File: config.mk
export PLATFORM = sky130hd
export DESIGN_NAME = seven_seg_sniffer
export DESIGN_NICKNAME = d
export VERILOG_FILES = /design/src/rtl/seven_seg_sniffer.sv
export SDC_FILE = /design/constraint.sdc
export NUM_CORES = 1
export LEC_CHECK = 0
export ABC_CLOCK_PERIOD_IN_PS = 2100
export CELL_PAD_IN_SITES_DETAIL_PLACEMENT = 1
export CELL_PAD_IN_SITES_GLOBAL_PLACEMENT = 1
export CORE_ASPECT_RATIO = 0.5
export CORE_UTILIZATION = 35
export CTS_CLUSTER_DIAMETER = 50
export DETAILED_ROUTE_END_ITERATION = 10
export DONT_BUFFER_PORTS = 1
export GPL_TIMING_DRIVEN = 0
export PLACE_DENSITY = 0.58
export SYNTH_ARGS = -nofsm -noshare
export SYNTH_HDL_FRONTEND = slang
export SYNTH_SLANG_ARGS = --single-unit
export TNS_END_PERCENT = 5
File: constraint.sdc
create_clock -name clk -period 2.1 [get_ports clk]
set_input_delay 0.42 -clock clk [delete_from_list [all_inputs] [get_ports clk]]
set_output_delay 0.42 -clock clk [all_outputs]
set_load 0.01 [all_outputs]
File: src/rtl/seven_seg_sniffer.sv
// -----------------------------------------------------------------------------
// seven_seg_sniffer
//
// Passive receiver for a multiplexed hex seven-segment display bus. Samples the
// segment lines and the digit anodes of a target board and rebuilds the hex
// value being shown, one digit per multiplex dwell. Short dwells and ghosting
// during anode changeover are rejected: a digit is captured only after the bus
// has held still for STABLE_CYCLES consecutive samples with exactly one anode
// selected. Segment patterns outside the hex table are flagged.
//
// Parameters
//   DIGITS         number of multiplexed digits / anode lines (1..8)
//   STABLE_CYCLES  identical consecutive samples needed before capture (>= 2)
//   SEG_ACTIVE_LOW 1: seg_in low = segment lit, 0: high = lit
//   AN_ACTIVE_LOW  1: an_in low = digit selected, 0: high = selected
//
// Ports
//   clk          in   system clock
//   rst          in   asynchronous, active-high reset
//   seg_in       in   [7:0] segment lines, bit7 = dp, bits 6:0 = g..a
//   an_in        in   [DIGITS-1:0] anode lines, bit0 = rightmost digit
//   value_out    out  [4*DIGITS-1:0] decoded nibbles, [3:0] = digit0
//   dp_out       out  [DIGITS-1:0] decimal point state per digit
//   digit_valid  out  [DIGITS-1:0] digit holds a legal hex pattern from its latest capture
//   bad_pattern  out  1-cycle pulse: captured pattern neither hex nor blank
//   frame_done   out  1-cycle pulse: every digit captured since the previous pulse
//
// Timing: from a pin change, 2 clocks of synchronizer, STABLE_CYCLES identical
// samples, and the outputs update on the following edge.
// -----------------------------------------------------------------------------
module seven_seg_sniffer #(
    parameter int DIGITS         = 4,
    parameter int STABLE_CYCLES  = 8,
    parameter bit SEG_ACTIVE_LOW = 1'b1,
    parameter bit AN_ACTIVE_LOW  = 1'b1
) (
    input  logic                  clk,
    input  logic                  rst,
    input  logic [7:0]            seg_in,
    input  logic [DIGITS-1:0]     an_in,
    output logic [4*DIGITS-1:0]   value_out,
    output logic [DIGITS-1:0]     dp_out,
    output logic [DIGITS-1:0]     digit_valid,
    output logic                  bad_pattern,
    output logic                  frame_done
);

    localparam int CNT_W = (STABLE_CYCLES > 2) ? $clog2(STABLE_CYCLES) : 1;

    // Counter saturates at CNT_MAX. Reaching CNT_ARM with the sample unchanged
    // means STABLE_CYCLES identical samples have been seen, so the following
    // cycle (CAPTURE) commits them.
    localparam logic [CNT_W-1:0] CNT_MAX = CNT_W'(STABLE_CYCLES - 1);
    localparam logic [CNT_W-1:0] CNT_ARM = CNT_W'(STABLE_CYCLES - 2);

    typedef enum logic [1:0] {
        IDLE    = 2'd0,
        SETTLE  = 2'd1,
        CAPTURE = 2'd2,
        HOLD    = 2'd3
    } state_t;

    // -------------------------------------------------------------------------
    // Helpers
    // -------------------------------------------------------------------------
    function automatic logic is_one_hot(input logic [DIGITS-1:0] v);
        return (v != '0) && ((v & (v - 1'b1)) == '0);
    endfunction

    // Returns {legal, nibble}; active-high segment bits 6:0 = g..a.
    function automatic logic [4:0] hex_decode(input logic [6:0] p);
        case (p)
            7'h3F:   return {1'b1, 4'h0};
            7'h06:   return {1'b1, 4'h1};
            7'h5B:   return {1'b1, 4'h2};
            7'h4F:   return {1'b1, 4'h3};
            7'h66:   return {1'b1, 4'h4};
            7'h6D:   return {1'b1, 4'h5};
            7'h7D:   return {1'b1, 4'h6};
            7'h07:   return {1'b1, 4'h7};
            7'h7F:   return {1'b1, 4'h8};
            7'h67:   return {1'b1, 4'h9};
            7'h77:   return {1'b1, 4'hA};
            7'h7C:   return {1'b1, 4'hB};
            7'h39:   return {1'b1, 4'hC};
            7'h5E:   return {1'b1, 4'hD};
            7'h79:   return {1'b1, 4'hE};
            7'h71:   return {1'b1, 4'hF};
            default: return 5'b0_0000;
        endcase
    endfunction

    // -------------------------------------------------------------------------
    // Registers
    // -------------------------------------------------------------------------
    logic [7:0]          seg_s1_q, seg_s2_q;
    logic [DIGITS-1:0]   an_s1_q, an_s2_q;
    logic [7:0]          prev_seg_q, prev_seg_d;
    logic [DIGITS-1:0]   prev_an_q, prev_an_d;
    logic [CNT_W-1:0]    cnt_q, cnt_d;
    state_t              state_q, state_d;
    logic [4*DIGITS-1:0] value_q, value_d;
    logic [DIGITS-1:0]   dp_q, dp_d;
    logic [DIGITS-1:0]   valid_q, valid_d;
    logic [DIGITS-1:0]   mask_q, mask_d;
    logic                bad_q, bad_d;
    logic                frame_q, frame_d;

    // Normalised (active-high) sample and change detect
    logic [7:0]          seg_smp;
    logic [DIGITS-1:0]   an_smp;
    logic                changed;
    logic                smp_one_hot;
    logic                capture;

    assign seg_smp     = SEG_ACTIVE_LOW ? ~seg_s2_q : seg_s2_q;
    assign an_smp      = AN_ACTIVE_LOW  ? ~an_s2_q  : an_s2_q;
    assign changed     = (seg_smp != prev_seg_q) || (an_smp != prev_an_q);
    assign smp_one_hot = is_one_hot(an_smp);

    assign prev_seg_d = seg_smp;
    assign prev_an_d  = an_smp;

    // Stability counter: restarts on any change, otherwise counts up and sticks.
    always_comb begin
        if (changed) begin
            cnt_d = '0;
        end else if (cnt_q == CNT_MAX) begin
            cnt_d = cnt_q;
        end else begin
            cnt_d = cnt_q + 1'b1;
        end
    end

    // -------------------------------------------------------------------------
    // FSM next state
    // -------------------------------------------------------------------------
    // NOTE: every combinational output gets a default before the case so no
    // path leaves it unassigned, which would infer a latch.
    always_comb begin
        state_d = state_q;
        capture = 1'b0;
        case (state_q)
            IDLE: begin
                // Leaving IDLE always coincides with a sample change, so the
                // counter starts from zero in SETTLE.
                if (smp_one_hot) begin
                    state_d = SETTLE;
                end
            end
            SETTLE: begin
                if (changed) begin
                    state_d = smp_one_hot ? SETTLE : IDLE;
                end else if (cnt_q == CNT_ARM) begin
                    state_d = CAPTURE;
                end
            end
            CAPTURE: begin
                capture = 1'b1;
                // A change arriving during the capture cycle starts the next
                // dwell straight away; HOLD would otherwise never see it.
                if (changed) begin
                    state_d = smp_one_hot ? SETTLE : IDLE;
                end else begin
                    state_d = HOLD;
                end
            end
            HOLD: begin
                if (changed) begin
                    state_d = smp_one_hot ? SETTLE : IDLE;
                end
            end
            default: state_d = IDLE;
        endcase
    end

    // -------------------------------------------------------------------------
    // Capture datapath. prev_*_q holds the stable sample throughout CAPTURE,
    // even if the live sample moves on during that cycle.
    // -------------------------------------------------------------------------
    logic [4:0]        dec;
    logic              blank;
    logic [DIGITS-1:0] mask_next;

    assign dec       = hex_decode(prev_seg_q[6:0]);
    assign blank     = (prev_seg_q[6:0] == 7'h00);
    assign mask_next = mask_q | prev_an_q;

    always_comb begin
        value_d = value_q;
        dp_d    = dp_q;
        valid_d = valid_q;
        mask_d  = mask_q;
        bad_d   = 1'b0;
        frame_d = 1'b0;
        if (capture) begin
            for (int k = 0; k < DIGITS; k++) begin
                if (prev_an_q[k]) begin
                    dp_d[k] = prev_seg_q[7];
                    if (dec[4]) begin
                        value_d[4*k +: 4] = dec[3:0];
                        valid_d[k]        = 1'b1;
                    end else begin
                        valid_d[k] = 1'b0;
                        bad_d      = !blank;
                    end
                end
            end
            if (&mask_next) begin
                frame_d = 1'b1;
                mask_d  = '0;
            end else begin
                mask_d = mask_next;
            end
        end
    end

    // -------------------------------------------------------------------------
    // State registers
    // -------------------------------------------------------------------------
    // NOTE: sequential state uses non-blocking assignments so every register
    // samples pre-edge values; this is what makes the 2-flop synchronizer a
    // real two-stage delay rather than a single wire.
    always_ff @(posedge clk or posedge rst) begin
        if (rst) begin
            seg_s1_q   <= '0;
            seg_s2_q   <= '0;
            an_s1_q    <= '0;
            an_s2_q    <= '0;
            prev_seg_q <= '0;
            prev_an_q  <= '0;
            cnt_q      <= '0;
            state_q    <= IDLE;
            value_q    <= '0;
            dp_q       <= '0;
            valid_q    <= '0;
            mask_q     <= '0;
            bad_q      <= 1'b0;
            frame_q    <= 1'b0;
        end else begin
            seg_s1_q   <= seg_in;
            seg_s2_q   <= seg_s1_q;
            an_s1_q    <= an_in;
            an_s2_q    <= an_s1_q;
            prev_seg_q <= prev_seg_d;
            prev_an_q  <= prev_an_d;
            cnt_q      <= cnt_d;
            state_q    <= state_d;
            value_q    <= value_d;
            dp_q       <= dp_d;
            valid_q    <= valid_d;
            mask_q     <= mask_d;
            bad_q      <= bad_d;
            frame_q    <= frame_d;
        end
    end

    assign value_out   = value_q;
    assign dp_out      = dp_q;
    assign digit_valid = valid_q;
    assign bad_pattern = bad_q;
    assign frame_done  = frame_q;

endmodule

==> results.py <==
metrics = {
    "power": {
        "power.static_leakage_nw": 1.58,
        "combPwrFrac": 0.053,
        "vdd_drop_max_v": 0.000428,
        "p_int_mw": 2.49,
        "swShare": 0.214,
        "seqPwrFrac": 0.455,
        "switchingPower_uw": 676,
        "power_density_mw_per_mm2": 893,
        "clkPwrFrac": 0.491,
    },
    "floorplan": {
        "placementRows": 22,
        "core_area_mm2": 0.00762,
        "dieArea_mm2": 0.00859,
        "die_w_um": 130,
        "fp.dieH_um": 66.1,
        "start_util": 0.377,
        "ios": 40,
    },
    "place": {
        "postPlaceCellArea_mm2": 0.00305,
        "io_buffers": 0,
        "place.gp.congestion": 0.856,
        "dp_cells": 354,
        "place_hpwl_um": 4750,
    },
    "detailed_routing": {
        "wire_per_inst_um": 17.7,
        "finalWirelength_um": 6660,
        "vias": 1924,
        "drtPass1Iterations": 4,
        "drc": 0,
        "via_per_inst": 5.10,
        "antenna_left": 0,
        "dr.first_iter.drc_count": 43,
    },
    "finish": {
        "n_fill_cell": 803,
        "fin_area_mm2": 0.00354,
        "synthToLayoutAreaGrowth_pct": 23.4,
        "drive_gt1_frac": 0.216,
        "layout.nets": 281,
        "diodes": 0,
        "fin_cells": 377,
    },
    "worst_setup_path": {
        "crit_slowest_cell": "a2111oi_4",
        "rr_endpoint": "value_out[5]",
        "start_kind": "register",
        "cp_cell_sequence": "or3_4, a2111oi_4, a211oi_4, a21oi_4, mux2_4",
        "cp_max_fo": 6,
        "cpPeakStageDelay_ns": 0.49,
        "worstSetupEndpointType": "register",
        "crit_type": "reg -> reg",
        "cp_data_required_time_ns": 2.31,
        "r2r_slack_ns": -0.04,
        "arrival_ns": 2.36,
        "worst-r2r-cell-count": 5,
        "r2r_start": "prev_seg_q[3]",
    },
    "global_routing": {
        "grt_max_degree": 28,
        "track_usage": 0.174,
        "grt_pass1_vias": 2090,
        "grt_antenna_before_repair": 0,
        "grt_pass1_wl_um": 10900,
        "overflow": 0,
    },
    "sta": {
        "rsz0062_at_grt": "yes",
        "finalSetupViolCount": 6,
        "skew_ns": 0.00728,
        "worstMarginPinSlew_ns": 0.573,
        "timing.final.ws_setup_ns": -0.0439,
        "timing.final.crit_share": 1.02,
        "final.setup.tns_ns": -0.223,
        "fmax_mhz": 466,
        "drv_slew": 0,
        "finalCriticalPeriod_ns": 2.14,
        "slew-limit-headroom": 0.617,
        "hold_viol_final": 0,
    },
    "yosys": {
        "ys_seq_area_frac": 0.619,
        "yosys_most_used_dff": "dfrtp_1",
        "synth-seq-cells": 71,
        "synthCells": 244,
        "synthArstFlopShare": 1.00,
        "synth_cell_types": 46,
        "postSynthAreaPerCell_um2": 11.8,
        "syn_area_mm2": 0.00287,
        "ys_warn_count": 0,
        "syn-num-nets": 261,
        "synth_enable_flop_cells": 0,
    },
    "cts": {
        "cts.clk_slew.worst_paths_ns": 0.06,
        "htreeDepth": 3,
        "cts_tree": "yes",
        "clk_root_buffer_cell": "clkbuf_16",
        "cts_max_path_buffers": 2,
        "clock_latency_ns": 0.33,
        "clock-sinks": 71,
        "numCtsBuffers": 9,
    },
    "min_path": {
        "hold_depth": 0,
        "holdPathEnd": "seg_s1_q[7]",
        "hp-start": "seg_in[7]",
        "hp-class": "in -> reg",
    },
    "run": {
        "maxCapViolations": 0,
    },
    "status": {
        "status": "finished, violations left",
        "violations": "negative setup slack",
    },
}
[timing repair]
action                     in CTS  in global routing
setup endpoints to repair      21                 21
hold endpoints to repair       20                  0
resized for setup              15                 21
setup buffers                   7                  0
pin swaps                       9                  7
hold buffers                    1                  0
[state kept, by name, indices dropped and copies added, names as in the netlist, 4 cells and up]
register and flops:
dp_out 4, value_out 16, mask_q 4, prev_seg_q 8
an_s1_q 4, digit_valid 4, prev_an_q 4, seg_s2_q 8
seg_s1_q 8, an_s2_q 4
[cells in the mapped netlist, drive strengths merged (5+ instances only)]
cell type  number  area share
xnor2          13       0.040
a21oi          12       0.021
dfrtp          71        0.62
nor2           15       0.022
o21ai          11       0.019
inv            23       0.030
buf             6       0.014
nand3           5      0.0087
nor4            5       0.011
mux2           10       0.039
nand2          16       0.021
o22ai           9       0.020
[area by class of cell]
class	instances	area, um^2	share of cell area
repair buffers	10	103	0.0289
clock buffers	14	274	0.0773
plain buffers	8	47.5	0.0134
well taps	108	135	0.0381
flip-flops and latches	71	1780	0.502
clock inverters	2	37.5	0.0106
inverters	23	90.1	0.0254
multi-input cells	141	1080	0.304
[worst max-delay path by stage]
stage / end / depth (start not counted) / from
floorplan: value_out[0] / 6 / prev_seg_q[0]
global placement: value_out[0] / 6 / prev_seg_q[3]
detailed placement: value_out[0] / 6 / prev_seg_q[3]
CTS: value_out[9] / 6 / prev_seg_q[0]
global route: value_out[5] / 5 / prev_seg_q[3]
finish: value_out[5] / 5 / prev_seg_q[3]
[routing by layer]
layer  up-vias  track usage  share of wire
li1        885            -              -
met1       975        0.219           0.46
met2        53        0.269           0.45
met3        11       0.0639          0.073
met4         0       0.0785          0.017
met5         -            0              0
[power groups by stage]
stage | clock network [mW] | logic [mW] | registers [mW]
2_1_floorplan | 0 | 0.112 | 1.45
3_3_place_gp | 0 | 0.141 | 1.46
3_5_place_dp | 0 | 0.154 | 1.46
4_1_cts | 1.59 | 0.172 | 1.44
5_1_grt | 1.66 | 0.187 | 1.45
6_report | 1.55 | 0.169 | 1.44
[stage by stage]
step,hold WS (ns),utilization,power (mW),setup WS (ns)
after floorplan,0.331,-,1.56,-0.107
after global placement,0.333,0.395,1.60,-0.664
after detailed placement,0.340,0.400,1.62,-0.689
after CTS,0.104,0.460,3.21,-0.0650
after global routing,0.101,0.465,3.29,-0.136
final,0.115,0.465,3.16,-0.0439
[worst max-delay path: cells and delay by family (launching register included)]
family / cells / cell delay, ns
simple gates: 1 / 0.39
mux: 1 / 0.32
compound gates: 3 / 0.88
flops: 1 / 0.44
[cells by family after synthesis]
kind of cell	after synthesis	synth area share
simple gates	61	0.112
flops	71	0.619
mux	13	0.0497
buf+inv	32	0.0475
xor+xnor	14	0.0427
fa+ha+maj	3	0.0131
compound gates	50	0.116
[placed cells by master (no fill, tap or decap), drive strengths merged, types with 3 or more instances in the layout]
cell type / synthesis / routed
o22ai: 9 / 9
ha: 3 / 3
a21oi: 12 / 12
nand3: 5 / 5
inv: 23 / 22
nor2: 15 / 15
nor4: 5 / 5
buf: 6 / 14
a21o: 4 / 4
clkbuf: 3 / 17
mux2i: 3 / 3
xnor2: 13 / 13
dfrtp: 71 / 71
o21ai: 11 / 11
nand2: 16 / 16
nor3: 4 / 4
mux2: 10 / 10
(Power assumes the default switching activity.)
